$ cat config.mk
export PLATFORM = sky130hd
export DESIGN_NAME = alu_issue_seq_flat
export DESIGN_NICKNAME = d
export VERILOG_FILES = /design/src/rtl/alu_issue_seq_if.sv /design/src/rtl/alu_issue_seq.sv /design/src/flat_wrapper.sv
export SDC_FILE = /design/constraint.sdc
export NUM_CORES = 1
export LEC_CHECK = 0
export CAP_MARGIN = 10
export CORE_UTILIZATION = 40
export DETAILED_ROUTE_END_ITERATION = 12
export PLACE_DENSITY = 0.78
export SYNTH_ARGS = -nofsm -noshare
export SYNTH_HDL_FRONTEND = slang
export SYNTH_SLANG_ARGS = --single-unit
$ cat constraint.sdc
create_clock -name clk -period 3.9 [get_ports clk]
set_input_delay 0.39 -clock clk [delete_from_list [all_inputs] [get_ports clk]]
set_output_delay 0.39 -clock clk [all_outputs]
set_load 0.02 [all_outputs]
$ cat src/rtl/alu_issue_seq_if.sv
// Bundle, ALU-stage and response signals of the ALU issue sequencer.
// The slave modport is the sequencer side; the master modport is its environment.
interface alu_issue_seq_if;
  logic        in_valid;
  logic        in_ready;
  logic [31:0] instr;
  logic [31:0] rs_val;
  logic [31:0] rt_val;
  logic [31:0] alu_dataA;
  logic [31:0] alu_dataB;
  logic [5:0]  alu_signal;
  logic [31:0] alu_result;
  logic        out_valid;
  logic        out_ready;
  logic [31:0] out_data;
  logic        out_err;

  modport slave (
    input  in_valid, instr, rs_val, rt_val, alu_result, out_ready,
    output in_ready, alu_dataA, alu_dataB, alu_signal, out_valid, out_data, out_err
  );

  modport master (
    output in_valid, instr, rs_val, rt_val, alu_result, out_ready,
    input  in_ready, alu_dataA, alu_dataB, alu_signal, out_valid, out_data, out_err
  );
endinterface

$ cat src/rtl/alu_issue_seq.sv
// Issues one R-type instruction at a time to an external ALU stage, holds the
// operands for the op's latency window and returns the captured result.
module alu_issue_seq #(
  parameter int MUL_CYCLES = 32,
  parameter int ALU_LAT    = 1
) (
  input  logic          clk,
  input  logic          reset,
  alu_issue_seq_if.slave bus
);

  localparam logic [5:0] F_AND   = 6'd36;
  localparam logic [5:0] F_OR    = 6'd37;
  localparam logic [5:0] F_ADD   = 6'd32;
  localparam logic [5:0] F_SUB   = 6'd34;
  localparam logic [5:0] F_SLT   = 6'd42;
  localparam logic [5:0] F_SRL   = 6'd2;
  localparam logic [5:0] F_MULTU = 6'd25;
  localparam logic [5:0] F_MFHI  = 6'd16;
  localparam logic [5:0] F_MFLO  = 6'd18;

  // The counter holds the remaining EXEC cycles minus one.
  localparam logic [5:0] MUL_LOAD = 6'(MUL_CYCLES - 1);
  localparam logic [5:0] ALU_LOAD = 6'(ALU_LAT);

  typedef enum logic [1:0] {IDLE, EXEC, RESP} state_e;

  state_e      state, state_nxt;
  logic [5:0]  count;
  logic [5:0]  funct;
  logic [4:0]  shamt;
  logic        legal;
  logic        accept;
  logic        unused_bits;

  assign funct       = bus.instr[5:0];
  assign shamt       = bus.instr[10:6];
  assign unused_bits = ^bus.instr[25:11];

  always_comb begin
    legal = 1'b0;
    if (bus.instr[31:26] == 6'd0) begin
      case (funct)
        F_AND, F_OR, F_ADD, F_SUB, F_SLT,
        F_SRL, F_MULTU, F_MFHI, F_MFLO: legal = 1'b1;
        default:                        legal = 1'b0;
      endcase
    end
  end

  assign accept       = bus.in_valid && (state == IDLE);
  assign bus.in_ready = (state == IDLE);
  assign bus.out_valid = (state == RESP);

  always_ff @(posedge clk or negedge reset) begin
    if (!reset) state <= IDLE;
    else        state <= state_nxt;
  end

  // NOTE: state_nxt takes a default before the case so no path leaves it unassigned and no latch is inferred.
  always_comb begin
    state_nxt = state;
    case (state)
      IDLE: if (accept)          state_nxt = legal ? EXEC : RESP;
      EXEC: if (count == 6'd0)   state_nxt = RESP;
      RESP: if (bus.out_ready)   state_nxt = IDLE;
      default:                   state_nxt = IDLE;
    endcase
  end

  // NOTE: every datapath register is reset asynchronously and updated with <= so all flops sample the same pre-edge values.
  always_ff @(posedge clk or negedge reset) begin
    if (!reset) begin
      count          <= '0;
      bus.alu_signal <= '0;
      bus.alu_dataA  <= '0;
      bus.alu_dataB  <= '0;
      bus.out_data   <= '0;
      bus.out_err    <= 1'b0;
    end else if (accept) begin
      bus.out_err <= !legal;
      if (legal) begin
        bus.alu_signal <= funct;
        count          <= (funct == F_MULTU) ? MUL_LOAD : ALU_LOAD;
        case (funct)
          F_SRL: begin
            bus.alu_dataA <= bus.rt_val;
            bus.alu_dataB <= {27'd0, shamt};
          end
          F_MFHI, F_MFLO: begin
            bus.alu_dataA <= '0;
            bus.alu_dataB <= '0;
          end
          default: begin
            bus.alu_dataA <= bus.rs_val;
            bus.alu_dataB <= bus.rt_val;
          end
        endcase
      end else begin
        bus.out_data <= '0;
      end
    end else if (state == EXEC) begin
      if (count == 6'd0) begin
        // The multiplier result lives in HI/LO downstream; the response carries no data.
        bus.out_data   <= (bus.alu_signal == F_MULTU) ? 32'd0 : bus.alu_result;
        bus.alu_signal <= '0;
      end else begin
        count <= count - 6'd1;
      end
    end
  end

endmodule

$ cat src/flat_wrapper.sv
// flat-port wrapper written by rule: the top's interface ports become plain ports
module alu_issue_seq_flat 
#(
  parameter int MUL_CYCLES = 32,
  parameter int ALU_LAT    = 1
)
  (clk, reset, bus_in_valid, bus_instr, bus_rs_val, bus_rt_val, bus_alu_result, bus_out_ready, bus_in_ready, bus_alu_dataA, bus_alu_dataB, bus_alu_signal, bus_out_valid, bus_out_data, bus_out_err);
  alu_issue_seq_if bus_i ();
  input  logic clk;
  input  logic reset;
  input wire logic [$bits(bus_i.in_valid)-1:0] bus_in_valid;
  input wire logic [$bits(bus_i.instr)-1:0] bus_instr;
  input wire logic [$bits(bus_i.rs_val)-1:0] bus_rs_val;
  input wire logic [$bits(bus_i.rt_val)-1:0] bus_rt_val;
  input wire logic [$bits(bus_i.alu_result)-1:0] bus_alu_result;
  input wire logic [$bits(bus_i.out_ready)-1:0] bus_out_ready;
  output wire logic [$bits(bus_i.in_ready)-1:0] bus_in_ready;
  output wire logic [$bits(bus_i.alu_dataA)-1:0] bus_alu_dataA;
  output wire logic [$bits(bus_i.alu_dataB)-1:0] bus_alu_dataB;
  output wire logic [$bits(bus_i.alu_signal)-1:0] bus_alu_signal;
  output wire logic [$bits(bus_i.out_valid)-1:0] bus_out_valid;
  output wire logic [$bits(bus_i.out_data)-1:0] bus_out_data;
  output wire logic [$bits(bus_i.out_err)-1:0] bus_out_err;
  assign bus_i.in_valid = bus_in_valid;
  assign bus_i.instr = bus_instr;
  assign bus_i.rs_val = bus_rs_val;
  assign bus_i.rt_val = bus_rt_val;
  assign bus_i.alu_result = bus_alu_result;
  assign bus_i.out_ready = bus_out_ready;
  assign bus_in_ready = bus_i.in_ready;
  assign bus_alu_dataA = bus_i.alu_dataA;
  assign bus_alu_dataB = bus_i.alu_dataB;
  assign bus_alu_signal = bus_i.alu_signal;
  assign bus_out_valid = bus_i.out_valid;
  assign bus_out_data = bus_i.out_data;
  assign bus_out_err = bus_i.out_err;
  alu_issue_seq #(.MUL_CYCLES(MUL_CYCLES), .ALU_LAT(ALU_LAT)) u_core (.clk(clk), .reset(reset), .bus(bus_i));
endmodule
==> results of run 1 <==
## synth_stat cells
cell,count
a2bb2oi_1,1
and4bb_2,1
mux2_2,1
a31oi_1,3
nor4_1,1
o221ai_1,1
a21bo_2,1
buf_2,8
o211ai_1,1
or3_1,3
inv_1,35
nor3b_1,3
or2_2,1
clkbuf_1,21
buf_1,2
nor3_4,1
or3b_2,1
a211o_1,2
nor2_1,17
a21oi_1,2
nand4_1,5
nor4bb_1,1
nor2b_1,3
nand3_1,5
mux2_1,36
nand2_1,39
ha_1,1
and3_1,2
a32o_1,32
a211oi_1,4
a2111o_1,1
o2111ai_1,1
o311ai_0,3
o221a_2,1
nand2b_1,1
a22o_1,37
o21ai_0,7
mux2i_1,29
o22ai_1,2
nor3_1,4
a311oi_1,1
o21ai_1,1
dfrtp_1,111
## report_power, final
group / internal (uW) / total [uW] / switching [uW]
Combinational: 193 / 345 / 152
Clock: 597 / 1010 / 414
Sequential: 1180 / 1200 / 24.2
## layout by cell type (no fill, tap or decap), types with 7 or more instances in the layout
master / count
clkdlybuf4s50_1: 220
inv_1: 35
buf_4: 9
nand2_1: 38
mux2_1: 36
o21ai_0: 7
clkbuf_16: 9
nor2_1: 17
mux2i_1: 29
a32o_1: 32
a22o_1: 37
dfrtp_1: 111
## path summary, 6_finish.rpt
| check | startpoint | to | cells after the start |
|---|---|---|---|
| min | reset | u_core.bus.out_data[4] | 1 |
| min in group clk | u_core.bus.alu_dataA[21] | u_core.bus.alu_dataA[21] | 1 |
| max reg2reg | u_core.state[1] | u_core.count[1] | 4 |
| min reg2reg | u_core.bus.alu_dataA[21] | u_core.bus.alu_dataA[21] | 1 |
| max in group asynchronous | reset | u_core.bus.out_data[16] | 2 |
| max | bus_instr[1] | u_core.bus.alu_dataA[31] | 7 |
## cell type report
| class | count | area share (%) |
|---|---|---|
| timing repair buffer | 230 | 29.5 |
| clock buffer | 11 | 3.25 |
| tap | 168 | 2.70 |
| sequential | 111 | 35.7 |
| inverter | 35 | 1.69 |
| clock inverter | 5 | 1.03 |
| multi-input combinational | 256 | 26.1 |
## stage by stage
step           instances  power, uW
5_1_grt              816       2660
2_1_floorplan        433       1340
3_3_place_gp         800       1560
3_5_place_dp         800       1570
4_1_cts              816       2580
6_report             816       2560
## critical path: stages
cell and delay, ps:
clkdlybuf4s50_1 580, nor2_1 100, a211o_1 300, o221a_2 320, nor3_4 230, buf_12 380, mux2_2 390
## layer usage
layer	GRT usage, %	routed length, um	up-vias
met5	0	0	-
met1	25.6	5600	2081
met4	6.84	187	0
li1	-	-	2012
met2	38.7	6930	219
met3	8.42	1540	17
## sequential cells by signal, summed over array words and instances (netlist names)
signal / cells
u_core.bus.alu_dataA: 32
u_core.bus.alu_dataB: 32
u_core.bus.alu_signal: 6
u_core.bus.out_data: 32
u_core.bus.out_err: 1
u_core.count: 6
u_core.state: 2
## logic make-up (layout without fill, tap and decap cells)
family	after synthesis	in the layout
flip-flops	111	111
AO/OA/AOI/OAI	101	101
AND/OR/NAND/NOR	88	88
multiplexers	66	66
buffers and inverters	66	281
adder cells (fa/ha/maj)	1	1
==> results.ini, run 1 <==
[outcome]
status=completed

[clock_tree]
cts_buffers=9
htreeDepth=3
clk_latency_ps=350
post_cts_buffers=0
cts_sinks=111
cts_resized=0
ctsHoldBuffers=0
clk_pin_slew_ps=70
cts_tree=built
clock_path_buffers=2
root_buffer=clkbuf_16

[yosys]
synth_top_family_by_area=compound AO/OA/AOI/OAI gates
ys_warn_count=0
synthCells=433
synth-compound-area-share_pct=17.3
yosysSeqAreaShare_pct=55.0
avgSynthCellArea_sq_um=11.7
synth_seq_cells=111
synth.top_cell.area_share_pct=55.0
syn_nets=566
synth-xor-area-share_pct=0
yosys-top-cells-area=dfrtp_1 55%, mux2_1 8.0%, a22o_1 6.4%
syn_area_sq_mm=0.00505
synth_cell_types=43
yosysTopAreaCell=dfrtp_1
synthAdderAreaFrac_pct=0.248
synth.mux.area_fraction_pct=14.0
yosys.area_share.simple_pct=8.42

[floorplan]
rows=40
start_util_pct=41.6
die_w_um=114
die_area_sq_mm=0.0131
die_h_um=114
ioPinCount=237
core_sq_mm=0.0122

[routing]
routed_wl_um=14300
dr.pass1.iters=4
ant_nets=0
vias_per_cell=5.31
via_count=4329
wl_per_cell_um=17.5
drcViolationCount=0
drtIter0Drc=186

[global_route]
antenna_found_initial=0
grtUsageTotal_pct=22.3
grt_pass1_vias=4427
grt_max_degree=72
grt_overflow=0
grt_pass1_wl_um=22500

[worst_setup_path]
endpoint_kind=flip-flop
cp-start-kind=primary input
cp_data_arrival_time_ps=2730
rrSetupSlack_ps=1610
worstSetupPathType=in -> reg
path_max_fanout=71
cp.required_ps=4130

[place]
port_buffers=221
dpl_cell_area_sq_mm=0.00744
gp_congestion=0.849
place_hpwl_um=10400
pre_cts_slack_ps=1060

[worst_hold_path]
hold_path_class=in -> async

[layout]
finalInstanceArea_sq_mm=0.00777
drive_gt1_share_pct=5.56
nets=776
area_growth_pct=53.8
post-route-util_pct=63.9
multi_input_area_sq_mm=0.00203
fillers=967
seqCellArea_sq_mm=0.00278
num_antenna_cells=0

[sta]
min_period_ps=2510
slew_headroom_pct=37.5
skew_ps=9.83
final_max_slew_viol_count=0
min_period_over_period_pct=64.3
rsz0062_at_grt=no
max_freq_ghz=0.399
fin_tns_setup_ps=0
holdWs_ps=138
setup_slack_ps=1390
setup-violations-final=0
hold_viol=0
tightestPinTransition_ps=935

[pwr]
static-leakage-power_uw=0.00352
max-vdd-ir-drop_mv=0.195
power_density_mw_per_mm2=329

[flow_run]
max-cap-violations=0

Power figures use the tool's default switching activity.
==> inputs of run 2 (changes only) <==
==> constraint.sdc (replaced) <==
create_clock -name clk -period 2.5 [get_ports clk]
set_input_delay 0.25 -clock clk [delete_from_list [all_inputs] [get_ports clk]]
set_output_delay 0.25 -clock clk [all_outputs]
set_load 0.02 [all_outputs]
==> run 2 against run 1 <==
  * Clock power grew 41%
  * Global-route usage rose by 0.60 points
  * Critical endpoint is now u_core.bus.alu_dataB[12]
  * Routed wire length increased by 3.2%
  * Register-to-register slack lost 1200 ps
  * Design area grew 1.2%
  * Critical path type unchanged
==> results.ini, run 2 (synthesized netlist as in run 1, its figures left out) <==
[clock_tree]
root_buffer=clkbuf_16
clock_path_buffers=2
cts_resized=0
cts_sinks=111
cts_buffers=9
clk_latency_ps=350
clk_pin_slew_ps=70
htreeDepth=3
cts_tree=built

[routing]
drtIter0Drc=205
via_count=4379
drcViolationCount=0
routed_wl_um=14700
dr.pass1.iters=5
wl_per_cell_um=17.8
vias_per_cell=5.31
ant_nets=0

[worst_setup_path]
cp_data_arrival_time_ps=2550
slowest_delay_ps=580
cp-start-kind=primary input
endpoint_kind=flip-flop
path_cells=clkdlybuf4s50_1 > nor2_1 > a211o_1 > o221a_2 > nor3_4 > buf_12 > buf_4 > mux2i_1
cp.required_ps=2760
worstSetupPathType=in -> reg
path_max_fanout=50
crit_slowest_cell=clkdlybuf4s50_1

[layout]
nets=788
num_antenna_cells=0
layout_commonest_cell=clkdlybuf4s50_1
post-route-util_pct=64.7
fillers=948
seqCellArea_sq_mm=0.00278
top_regs=u_core.bus.alu_dataA x32, u_core.bus.alu_dataB x32, u_core.bus.out_data x32
finalNonFillerCells=825
multi_input_area_sq_mm=0.00203
area_growth_pct=55.7
finalInstanceArea_sq_mm=0.00787
layout_common_cells=220 x clkdlybuf4s50_1, 111 x dfrtp_1, 38 x nand2_1, 37 x a22o_1, 36 x mux2_1
drive_gt1_share_pct=6.54

[floorplan]
ioPinCount=237
core_sq_mm=0.0122
die_w_um=114
die_h_um=114
start_util_pct=41.6
die_area_sq_mm=0.0131
rows=40

[sta]
holdWs_ps=339
rsz0062_at_grt=no
max_freq_ghz=0.438
hold_viol=0
min_period_ps=2280
skew_ps=5.29
final_max_slew_viol_count=0
slew_headroom_pct=59.4
setup-violations-final=0
tightestPinTransition_ps=605
min_period_over_period_pct=91.3

[place]
place_hpwl_um=10800
gp_congestion=0.866
port_buffers=221
dp_cells=811
dpl_cell_area_sq_mm=0.00757

[global_route]
grtUsageTotal_pct=22.9
grt_pass1_wl_um=22900
antenna_found_initial=0
grt_max_degree=65
grt_pass1_vias=4505
grt_overflow=0

[flow_run]
max-cap-violations=0

[pwr]
power_density_mw_per_mm2=491
max-vdd-ir-drop_mv=0.275
static-leakage-power_uw=0.00358

[outcome]
status=completed

[worst_hold_path]
hold_path_class=in -> async

run 2: cell count changes in the layout (fill, tap and decap cells not counted), sizes merged:
cell | before | now
clkinv | 1 | 0
clkbuf | 11 | 12
bufinv | 2 | 1
buf | 10 | 21
clkinvlp | 2 | 0
dlygate4sd3 | 0 | 1
run 2: per-layer routing:
metal	wire (um)	global-route usage (%)	up-vias
met5	0	0	-
met4	178	7.53	0
met3	1740	10.0	13
met2	7050	39.0	221
met1	5750	25.7	2115
li1	-	-	2030
run 2: final cells by class:
type                    count  area share [%]
repair buffers            242            30.9
multi-input cells         256            25.8
clock inverters             1           0.382
clock buffers              12            3.26
inverters                  35            1.67
flip-flops and latches    111            35.3
well taps                 168            2.67
run 2: critical path: cells and delay by family:
kind | cells | cell delay, ps
and+or+nand+nor | 2 | 350
buffers and inverters | 3 | 1100
AOI/OAI and AO/OA | 2 | 600
muxes | 1 | 210
run 2: what timing repair did:
item | CTS | global route
setup endpoints to repair | 0 | 0
setup buffers | 0 | 0
hold buffers | 1 | 0
endpoints found under the hold margin | 20 | 0
run 2: final timing paths:
path                            slack, ps                startpoint  cells past startpoint                       end
worst max-delay path                  220              bus_instr[4]                      8  u_core.bus.alu_dataB[12]
worst min-delay path                  340                     reset                      2    u_core.bus.out_data[9]
worst max register to register        380           u_core.state[1]                      5  u_core.bus.alu_dataB[12]
worst min register to register        490  u_core.bus.alu_dataA[12]                      1  u_core.bus.alu_dataA[12]
max in group asynchronous            1370                     reset                      3  u_core.bus.alu_dataA[17]
min in group clk                      480            bus_rt_val[15]                      3  u_core.bus.alu_dataB[15]
run 2: report_power, final:
group	switching [uW]	internal, uW	leakage, uW
Sequential	37.1	1840	0.00136
Combinational	245	321	0.00209
Clock	609	816	0.000141
run 2: stage by stage:
step                      total power (uW)  setup TNS [ps]  setup slack (ps)
after detailed placement              2470           -2540              -111
final                                 3860               0               217
after CTS                             3910               0               258
after global placement                2460            -209             -22.9
after global routing                  4020               0               149
after floorplan                       2090               0               553
==> inputs of run 3 (changes only) <==
--- a/config.mk
+++ b/config.mk
@@ -5,7 +5,6 @@
 export SDC_FILE = /design/constraint.sdc
 export NUM_CORES = 1
 export LEC_CHECK = 0
-export CAP_MARGIN = 10
 export CORE_UTILIZATION = 40
 export DETAILED_ROUTE_END_ITERATION = 12
 export PLACE_DENSITY = 0.78
==> constraint.sdc (replaced) <==
create_clock -name clk -period 2.4 [get_ports clk]
set_input_delay 0.24 -clock clk [delete_from_list [all_inputs] [get_ports clk]]
set_output_delay 0.24 -clock clk [all_outputs]
set_load 0.02 [all_outputs]
==> run 3 against run 2 <==
  * Critical path depth is 1 lower
  * First-iteration DRC count is 26% higher
  * Sequential cell count is the same
  * Clock power is 8% higher
  * Sequential power increased by 4%
  * Die area unchanged
  * Cell count increased by 1.2%
  * Routed wire length shrank 2.4%
  * Total power up 5.1%
==> results.ini, run 3 (synthesized netlist as in run 1, its figures left out) <==
[outcome]
status=completed

[sta]
fin_tns_setup_ps=0
min_period_ps=2200
rsz0062_at_grt=no
slew_headroom_pct=60.9
setup-violations-final=0
tightestPinTransition_ps=587
max_freq_ghz=0.455
skew_ps=11.2
hold_viol=0
holdWs_ps=445
final_max_slew_viol_count=0
min_period_over_period_pct=91.6

[routing]
routed_wl_um=14400
drcViolationCount=0
dr.pass1.iters=4
via_count=4496
ant_nets=0
drtIter0Drc=259
wl_per_cell_um=17.2
vias_per_cell=5.38

[pwr]
intPower_uw=3090
power_uw=4060
max-vdd-ir-drop_mv=0.272
switching_power_uw=976
static-leakage-power_uw=0.00362
p_clk_share_pct=37.5
power_frac_seq_pct=48.1
swShare_pct=24.0
power_density_mw_per_mm2=513
combPwrFrac_pct=14.4

[worst_setup_path]
cp-start-kind=primary input
cp_data_arrival_time_ps=2420
worstSetupPathType=in -> reg
rrSetupSlack_ps=290
endpoint_kind=flip-flop
r2r_cells=7
r2r-end=u_core.bus.out_data[10]
cp.required_ps=2620
crit-reg2reg-launch=u_core.count[0]
path_max_fanout=53

[layout]
num_antenna_cells=0
finalInstanceArea_sq_mm=0.00792
area_growth_pct=56.7
drive_gt1_share_pct=8.10
layout_common_cells=220 x clkdlybuf4s50_1, 111 x dfrtp_1, 38 x nand2_1, 37 x a22o_1, 36 x mux2_1
layout_commonest_cell=clkdlybuf4s50_1
post-route-util_pct=65.1
top_regs=u_core.bus.alu_dataA x32, u_core.bus.alu_dataB x32, u_core.bus.out_data x32
nets=795

[global_route]
grt_pass1_wl_um=23000
antenna_found_initial=0
grt_max_degree=65
grt_pass1_vias=4653
grtUsageTotal_pct=22.5
grt_overflow=0

[place]
port_buffers=221
dpl_cell_area_sq_mm=0.00760
place_hpwl_um=10700
gp_congestion=0.866

[floorplan]
ioPinCount=237
die_w_um=114
die_h_um=114
rows=40
die_area_sq_mm=0.0131
core_sq_mm=0.0122
start_util_pct=41.6

[clock_tree]
cts_sinks=111
clk_pin_slew_ps=70
cts_buffers=9
htreeDepth=3
cts_tree=built
clk_latency_ps=350
clock_path_buffers=2
cts_resized=0
root_buffer=clkbuf_16

[worst_hold_path]
hold_path_class=in -> async

[flow_run]
max-cap-violations=0

run 3: cell count changes in the layout (fill, tap and decap cells not counted):
cell,previous run,this run
clkinv_2,0,1
clkinv_4,0,2
inv_6,0,1
clkbuf_1,1,0
buf_12,5,3
clkinvlp_4,0,1
clkbuf_8,2,1
buf_4,16,25
run 3: critical path, cell delays in order:
cell and delay, ps:
clkdlybuf4s50_1 500, and4bb_2 350, nand2_1 70, o221a_2 310
nor3_4 230, buf_12 300, mux2_1 370
run 3: cell type report:
class	count	area (sq um)
inverters	35	131
clock inverters	6	68.8
multi-input cells	256	2030
repair buffers	249	2460
flip-flops and latches	111	2780
fillers	942	4240
clock buffers	10	239
well taps	168	210
run 3: per-layer routing:
layer	vias to the layer above	global-route usage, %	routed length, um
met4	0	8.48	292
met2	231	39.5	6910
met5	-	0	0
li1	2054	-	-
met3	30	8.21	1630
met1	2181	24.8	5530
run 3: what timing repair did:
| action | 4_1_cts | 5_1_grt |
|---|---|---|
| hold buffers | 1 | 0 |
| buffers inserted | 0 | 0 |
| endpoints found under the hold margin | 44 | 0 |
run 3: metrics by stage:
step                setup slack (ps)  cells
floorplan                        453    433
global placement               -94.3    818
detailed placement              -145    818
CTS                              201    835
global route                    72.6    835
finish                           203    835
run 3: worst max path at each step:
stage	start	endpoint	slack, ps	cells past startpoint
2_1_floorplan	u_core.state[0]	u_core.bus.alu_dataA[0]	450	5
3_3_place_gp	bus_instr[5]	u_core.bus.alu_dataA[31]	-90	7
3_5_place_dp	bus_instr[5]	u_core.bus.alu_dataB[20]	-140	8
4_1_cts	bus_instr[4]	u_core.bus.alu_dataB[20]	200	8
5_1_grt	u_core.count[0]	u_core.bus.out_data[21]	70	7
6_report	bus_instr[5]	u_core.bus.alu_dataA[20]	200	7
run 3: power by group through the flow:
stage / registers [uW] / clock network, uW / logic [uW]
2_1_floorplan: 2010 / 0 / 164
3_3_place_gp: 1980 / 0 / 574
3_5_place_dp: 1990 / 0 / 587
4_1_cts: 1950 / 1570 / 591
5_1_grt: 1960 / 1630 / 633
6_report: 1950 / 1530 / 585
